===== src/rtl/cpu_divide_iterative_if.sv =====
// Request/response bundle between the execute stage and the iterative divider.
interface cpu_divide_iterative_if #(
  parameter int WIDTH = 32
);
  logic             i_valid;
  logic             o_ready;
  logic             i_signed;
  logic [WIDTH-1:0] i_numerator;
  logic [WIDTH-1:0] i_denominator;
  logic             i_kill;
  logic             o_valid;
  logic             i_ready;
  logic [WIDTH-1:0] o_result;
  logic [WIDTH-1:0] o_remainder;

  modport master (
    output i_valid, i_signed, i_numerator, i_denominator, i_kill, i_ready,
    input  o_ready, o_valid, o_result, o_remainder
  );

  modport slave (
    input  i_valid, i_signed, i_numerator, i_denominator, i_kill, i_ready,
    output o_ready, o_valid, o_result, o_remainder
  );
endinterface


===== src/rtl/cpu_divide_iterative.sv =====
// Iterative radix-2^STEPS restoring divider with RISC-V divide-by-zero/overflow semantics.
// Latency WIDTH/STEPS+1 edges (1 for special cases); one operation in flight, i_kill flushes.
module cpu_divide_iterative #(
  parameter int WIDTH = 32,
  parameter int STEPS = 1
) (
  input  logic                    i_clock,
  input  logic                    i_reset_n,
  cpu_divide_iterative_if.slave   bus
);
  localparam int K  = WIDTH / STEPS;
  localparam int CW = $clog2(K + 1);
  localparam logic [WIDTH-1:0] ONE = WIDTH'(1);
  localparam logic [WIDTH-1:0] MIN = ONE << (WIDTH - 1);

  typedef enum logic [1:0] {IDLE, ITERATE, FIXUP, DONE} state_t;

  state_t           state_q, state_d;
  logic [CW-1:0]    cnt_q, cnt_d;
  logic [WIDTH-1:0] quo_q, quo_d, rem_q, rem_d, den_q, den_d;
  logic [WIDTH-1:0] res_q, res_d, rmd_q, rmd_d;
  logic             qneg_q, qneg_d, rneg_q, rneg_d, vld_q, vld_d;

  logic             num_neg, den_neg, div_zero, ovf, accept;
  logic [WIDTH-1:0] num_abs, den_abs;
  logic [WIDTH-1:0] s_rem, s_quo;
  logic [WIDTH:0]   s_trial, s_diff;

  assign num_neg  = bus.i_signed & bus.i_numerator[WIDTH-1];
  assign den_neg  = bus.i_signed & bus.i_denominator[WIDTH-1];
  assign num_abs  = num_neg ? (~bus.i_numerator + ONE) : bus.i_numerator;
  assign den_abs  = den_neg ? (~bus.i_denominator + ONE) : bus.i_denominator;
  assign div_zero = (bus.i_denominator == '0);
  assign ovf      = bus.i_signed & (bus.i_numerator == MIN) & (&bus.i_denominator);
  assign accept   = bus.i_valid & (state_q == IDLE) & ~bus.i_kill;

  // Dividend bits shift out of the quotient register's MSB while quotient bits enter at the LSB.
  always_comb begin
    s_rem   = rem_q;
    s_quo   = quo_q;
    s_trial = '0;
    s_diff  = '0;
    for (int i = 0; i < STEPS; i++) begin
      s_trial = {s_rem, s_quo[WIDTH-1]};
      s_diff  = s_trial - {1'b0, den_q};
      s_quo   = {s_quo[WIDTH-2:0], ~s_diff[WIDTH]};
      s_rem   = s_diff[WIDTH] ? s_trial[WIDTH-1:0] : s_diff[WIDTH-1:0];
    end
  end

  always_comb begin
    state_d = state_q;
    cnt_d   = cnt_q;
    quo_d   = quo_q;
    rem_d   = rem_q;
    den_d   = den_q;
    res_d   = res_q;
    rmd_d   = rmd_q;
    qneg_d  = qneg_q;
    rneg_d  = rneg_q;
    vld_d   = vld_q;
    case (state_q)
      IDLE: begin
        if (accept) begin
          cnt_d = CW'(K);
          den_d = den_abs;
          if (div_zero || ovf) begin
            // Final values are loaded directly; FIXUP passes them through unchanged.
            quo_d   = div_zero ? '1 : bus.i_numerator;
            rem_d   = div_zero ? bus.i_numerator : '0;
            qneg_d  = 1'b0;
            rneg_d  = 1'b0;
            state_d = FIXUP;
          end else begin
            quo_d   = num_abs;
            rem_d   = '0;
            qneg_d  = num_neg ^ den_neg;
            rneg_d  = num_neg;
            state_d = ITERATE;
          end
        end
      end
      ITERATE: begin
        quo_d = s_quo;
        rem_d = s_rem;
        cnt_d = cnt_q - CW'(1);
        if (cnt_q == CW'(1)) state_d = FIXUP;
      end
      FIXUP: begin
        res_d   = qneg_q ? (~quo_q + ONE) : quo_q;
        rmd_d   = rneg_q ? (~rem_q + ONE) : rem_q;
        vld_d   = 1'b1;
        state_d = DONE;
      end
      DONE: begin
        if (bus.i_ready) begin
          vld_d   = 1'b0;
          state_d = IDLE;
        end
      end
      default: state_d = IDLE;
    endcase
    if (bus.i_kill) begin
      state_d = IDLE;
      vld_d   = 1'b0;
    end
  end

  always_ff @(posedge i_clock or negedge i_reset_n) begin
    if (!i_reset_n) begin
      state_q <= IDLE;
      cnt_q   <= '0;
      quo_q   <= '0;
      rem_q   <= '0;
      den_q   <= '0;
      res_q   <= '0;
      rmd_q   <= '0;
      qneg_q  <= 1'b0;
      rneg_q  <= 1'b0;
      vld_q   <= 1'b0;
    end else begin
      state_q <= state_d;
      cnt_q   <= cnt_d;
      quo_q   <= quo_d;
      rem_q   <= rem_d;
      den_q   <= den_d;
      res_q   <= res_d;
      rmd_q   <= rmd_d;
      qneg_q  <= qneg_d;
      rneg_q  <= rneg_d;
      vld_q   <= vld_d;
    end
  end

  assign bus.o_ready     = (state_q == IDLE);
  assign bus.o_valid     = vld_q;
  assign bus.o_result    = res_q;
  assign bus.o_remainder = rmd_q;
endmodule


===== src/flat_wrapper.sv =====
// flat-port wrapper written by rule: the top's interface ports become plain ports
module cpu_divide_iterative_flat 
#(
  parameter int WIDTH = 32,
  parameter int STEPS = 1
)
  (i_clock, i_reset_n, bus_i_valid, bus_i_signed, bus_i_numerator, bus_i_denominator, bus_i_kill, bus_i_ready, bus_o_ready, bus_o_valid, bus_o_result, bus_o_remainder);
  cpu_divide_iterative_if #(.WIDTH(WIDTH)) bus_i ();
  input  logic i_clock;
  input  logic i_reset_n;
  input wire logic [$bits(bus_i.i_valid)-1:0] bus_i_valid;
  input wire logic [$bits(bus_i.i_signed)-1:0] bus_i_signed;
  input wire logic [$bits(bus_i.i_numerator)-1:0] bus_i_numerator;
  input wire logic [$bits(bus_i.i_denominator)-1:0] bus_i_denominator;
  input wire logic [$bits(bus_i.i_kill)-1:0] bus_i_kill;
  input wire logic [$bits(bus_i.i_ready)-1:0] bus_i_ready;
  output wire logic [$bits(bus_i.o_ready)-1:0] bus_o_ready;
  output wire logic [$bits(bus_i.o_valid)-1:0] bus_o_valid;
  output wire logic [$bits(bus_i.o_result)-1:0] bus_o_result;
  output wire logic [$bits(bus_i.o_remainder)-1:0] bus_o_remainder;
  assign bus_i.i_valid = bus_i_valid;
  assign bus_i.i_signed = bus_i_signed;
  assign bus_i.i_numerator = bus_i_numerator;
  assign bus_i.i_denominator = bus_i_denominator;
  assign bus_i.i_kill = bus_i_kill;
  assign bus_i.i_ready = bus_i_ready;
  assign bus_o_ready = bus_i.o_ready;
  assign bus_o_valid = bus_i.o_valid;
  assign bus_o_result = bus_i.o_result;
  assign bus_o_remainder = bus_i.o_remainder;
  cpu_divide_iterative #(.WIDTH(WIDTH), .STEPS(STEPS)) u_core (.i_clock(i_clock), .i_reset_n(i_reset_n), .bus(bus_i));
endmodule

===== config.mk =====
export PLATFORM = sky130hd
export DESIGN_NAME = cpu_divide_iterative_flat
export DESIGN_NICKNAME = d
export VERILOG_FILES = /design/src/rtl/cpu_divide_iterative_if.sv /design/src/rtl/cpu_divide_iterative.sv /design/src/flat_wrapper.sv
export SDC_FILE = /design/constraint.sdc
export NUM_CORES = 1
export LEC_CHECK = 0
export ABC_AREA = 1
export BUFFER_PORTS_ARGS = -buffer_cell sky130_fd_sc_hd__clkbuf_2
export CORE_MARGIN = 8
export CORE_UTILIZATION = 30
export CTS_CLUSTER_SIZE = 30
export DETAILED_ROUTE_END_ITERATION = 16
export PLACE_DENSITY = 0.47
export SETUP_SLACK_MARGIN = 0.02
export SYNTH_ARGS = -nofsm -noshare
export SYNTH_HDL_FRONTEND = slang
export SYNTH_SLANG_ARGS = --single-unit

===== constraint.sdc =====
create_clock -name i_clock -period 3.45 [get_ports i_clock]
set_input_delay 0.8625 -clock i_clock [delete_from_list [all_inputs] [get_ports i_clock]]
set_output_delay 0.8625 -clock i_clock [all_outputs]
set_load 0.02 [all_outputs]

==> results by stage <==
GRT:
- The number of antenna violations at the first check in global routing is 1.
- The first-pass GRT wire length is 85.2 mm.
- In the global route stage, overall resource usage came out at 0.207.
- For this run, global-route usage on met3 was measured as 0.0363.
- For this run, global-route usage on met2 was measured as 0.297.
- The via count of the first global-routing pass was 13900.
- For met1 alone, demand over resource in global routing was 0.309.
- Entering global routing, the biggest net connects 61 pins.
- After global routing the overflow that remains totals 0.
- The most heavily used metal layer in global routing is met1.

Synthesis:
- The most used flip-flop cell after synthesis is dfrtp_1.
- The share of flip-flops with an asynchronous set or reset is 1.00.
- In the post-synthesis netlist, the biggest area contributors are dfrtp_1 (30%), nand2_1 (18%), inv_1 (8.8%).
- nand2_1 is the most common cell in the netlist.
- In the synthesized netlist, the number of instances is 2202.
- For this run, the register share of the synthesized area comes to 0.305.
- The total of warnings raised by yosys is 0.
- By count the netlist is led by nand2_1 (666), inv_1 (331), nor2_1 (194).
- Synthesis instantiated 48 different standard cells from the library.
- The proportion of netlist area held by the largest area contributor is 0.305.
- After synthesis the netlist holds a flip-flop and latch count of 171.
- Synthesis produced a netlist with a net count of 2316.
- The largest total area in the synthesized netlist belongs to dfrtp_1.
- In this run, synthesis inferred 0 flip-flops with an integrated enable.
- The cell area after synthesis is 14000 um^2.
- After synthesis, the mean cell area works out to 6.38 um^2.

Die:
- The effective utilization at floorplan is 0.303.
- The die covers 54000 um^2.
- The number of standard-cell rows in the floorplan is 79.
- The die is 232 um wide.
- After floorplanning, the core was sized to cover 46400 um^2.
- In this run the count of I/O pins placed on the die edge is 136.
- Measured along the y axis, the die boundary spans 232 um.

Timing:
- The maximum clock skew at final layout is 0.0120 ns.
- The number of hold violations in the final report is 0.
- The measured slew at the worst slew-check pin is 0.736 ns.
- The final worst-path cycle share is 0.868.
- The number of max-slew violations in the final report is 0.
- On the final layout, the worst hold slack is 0.326 ns.
- Subtracting the final worst setup slack from the clock period gives 2.99 ns.
- The worst slew margin relative to its limit is 0.508.
- For the final routed database, the setup TNS stands at 0 ns.
- For this run, the top clock speed supported by timing is 0.334 GHz.
- The setup violation total in the final timing report is 0.
- Setup repair after global routing left no endpoint under its margin.

Route:
- Using the TritonRoute via totals, the vias-per-cell ratio works out to 4.96.
- The total detailed-routing wirelength is 56.0 mm.
- The final routed wire length divided by cell count is 19.1 um.
- The iteration count of the initial detailed-routing pass is 5.
- In the routed design, unresolved DRC markers number 0.
- The first routing iteration left 1188 violations.
- Once detail routing completed, the nets flagged for antenna violations numbered 0.
- The vias after detailed routing is 14600.

Power:
- The cell area power density is 1070 nW/um^2.
- The proportion of power drawn by combinational gates is 0.663.
- The register share of total power is 0.226.
- The part of the total power dissipated in the clock network is 0.111.
- The fraction of power spent switching nets is 0.566.
- The total leakage power is 8.29 nW.
- The design draws 17.1 mW.
- Summed over all nets, the switching power comes to 9.68 mW.
- The worst ir drop on vdd is 0.000558 V.
- Internal power comes to 7.42 mW.

Min path:
- In this run the worst hold path is classified as input pin to asynchronous set/reset pin.

Finish:
- Counting the fill cells in the layout gives 5235.
- After routing the design area is 16000 um^2.
- The number of nets in the layout is 2435.
- The area growth from synthesis to layout is 14.0%.
- In the final layout, the share of cells above drive strength 1 is 0.118.

Setup path:
- The top fanout value on the critical path is 29.
- The worst register-to-register path ends at u_core.quo_q[0]$_DFFE_PN0P_.
- The type of the worst setup path is register to register.
- The startpoint of the lowest-slack register-to-register path is u_core.den_q[0]$_DFFE_PN0P_.
- The slack of the worst reg-to-reg path is 0.46 ns.
- The startpoint class of the critical path is a register.
- The data arrival time at the worst-slack endpoint is 3.33 ns.
- The number of cells on the worst reg-to-reg path is 16.
- The required time of the worst setup path is 3.79 ns.
- The category of the worst setup path capture point is a register.

Clocking:
- After clock tree synthesis, the repair step resized 0 gates.
- The root buffer selected by CTS is clkbuf_16.
- The clock passes through at most 2 buffers.
- The cts-stage hold buffer count is 0.
- Clock-pin slew was measured on the worst setup and hold paths at 0.07 ns.
- TritonCTS built the clock tree.
- Post-CTS timing repair inserted 0 buffers for setup.
- TritonCTS created 17 clock buffers.
- The H-tree was split into 4 levels.
- The clock reaches the later pin of the worst-skew pair after 0.47 ns.
- Clock tree synthesis found a total of 171 sinks.

Status:
- The run finished with clean final reports.

Placed design:
- The number of I/O port buffers is 135.
- The cell area after placement is 15500 um^2.
- The HPWL after detailed placement is 45.3 mm.
- The congestion estimate from routability-driven global placement came to 0.950.

Run:
- Across the run, the number of max-cap violations was 0.
-- worst max path at each step --
| stage | start | end | slack, ns | depth (start not counted) |
|---|---|---|---|---|
| after floorplan | bus_i_numerator[1] | u_core.quo_q[26]$_DFFE_PN0P_ | 1.04 | 12 |
| after global placement | bus_i_denominator[0] | u_core.rem_q[24]$_DFFE_PN0P_ | 0.42 | 15 |
| after detailed placement | bus_i_denominator[0] | u_core.rem_q[24]$_DFFE_PN0P_ | 0.38 | 15 |
| after CTS | u_core.den_q[0]$_DFFE_PN0P_ | u_core.quo_q[0]$_DFFE_PN0P_ | 0.50 | 16 |
| after global routing | u_core.den_q[0]$_DFFE_PN0P_ | u_core.quo_q[0]$_DFFE_PN0P_ | 0.32 | 16 |
| final | u_core.den_q[0]$_DFFE_PN0P_ | u_core.quo_q[0]$_DFFE_PN0P_ | 0.46 | 16 |
-- critical path: stages (launching register included) --
cell and delay (ns):
dfrtp_1 0.41, ha_1 0.24, fa_1 0.41, inv_1 0.10
nand3_1 0.07, nand2_1 0.18, nand2_1 0.09, nand2_2 0.08
nand2_2 0.06, nand2_4 0.09, nand2_4 0.09, nand2_4 0.09
nand2_4 0.08, nand2_4 0.31, buf_4 0.21, nor2_1 0.04
o22ai_1 0.29
-- cells in the final DEF, fill, tap and decap left out, types with 9 or more instances in the layout --
cell type	count
buf_4	33
ha_1	42
nand3_1	189
o211ai_1	17
a21oi_2	9
xor2_1	73
inv_1	331
a21oi_1	74
nor2_1	193
clkbuf_2	134
dfrtp_1	171
nand2_2	10
a31oi_1	14
nand4_1	47
xnor2_1	21
nor2_2	12
nand2_1	666
o21ai_0	157
inv_2	11
nor3_1	25
clkbuf_16	17
-- layer usage --
layer	up-vias	wire, um
li1	7230	-
met1	6829	27800
met2	467	23100
met3	71	3610
met4	0	1520
met5	-	0
-- cell families after synthesis --
group	synth area share
AO/OA/AOI/OAI	0.115
XOR/XNOR	0.0586
adder cells (fa/ha/maj)	0.0397
buffers and inverters	0.117
flip-flops	0.305
multiplexers	0.000713
AND/OR/NAND/NOR	0.364
-- area by class of cell --
cell class | instances | area (um^2) | area share
Clock inverter | 15 | 130 | 0.00813
Inverter | 343 | 1290 | 0.0805
Antenna cell | 1 | 2.50 | 0.000156
Tap cell | 607 | 759 | 0.0474
Clock buffer | 17 | 425 | 0.0266
Sequential cell | 171 | 4280 | 0.267
Timing Repair Buffer | 171 | 990 | 0.0618
Multi-Input combinational cell | 1617 | 8140 | 0.508
-- through the flow --
stage | utilization | setup slack (ns) | cells
global route | 0.345 | 0.318 | 2941
floorplan | - | 1.04 | 2202
CTS | 0.345 | 0.497 | 2941
global placement | 0.333 | 0.417 | 2909
finish | 0.345 | 0.457 | 2942
detailed placement | 0.333 | 0.380 | 2909
-- power by group through the flow --
stage	clock network [mW]	registers, mW	logic (mW)
after global routing	2.04	3.99	12.7
after detailed placement	0	3.88	11.3
after global placement	0	3.86	11.3
after CTS	1.96	3.85	11.4
final	1.90	3.86	11.3
after floorplan	0	3.99	7.36
-- state kept, by name, summed over array words and instances (netlist names), 2 cells and up --
signal	flops
u_core.state_q	2
u_core.den_q	32
u_core.rem_q	32
u_core.bus.o_remainder	32
u_core.quo_q	32
u_core.cnt_q	6
u_core.bus.o_result	32
(Power assumes the default switching activity.)
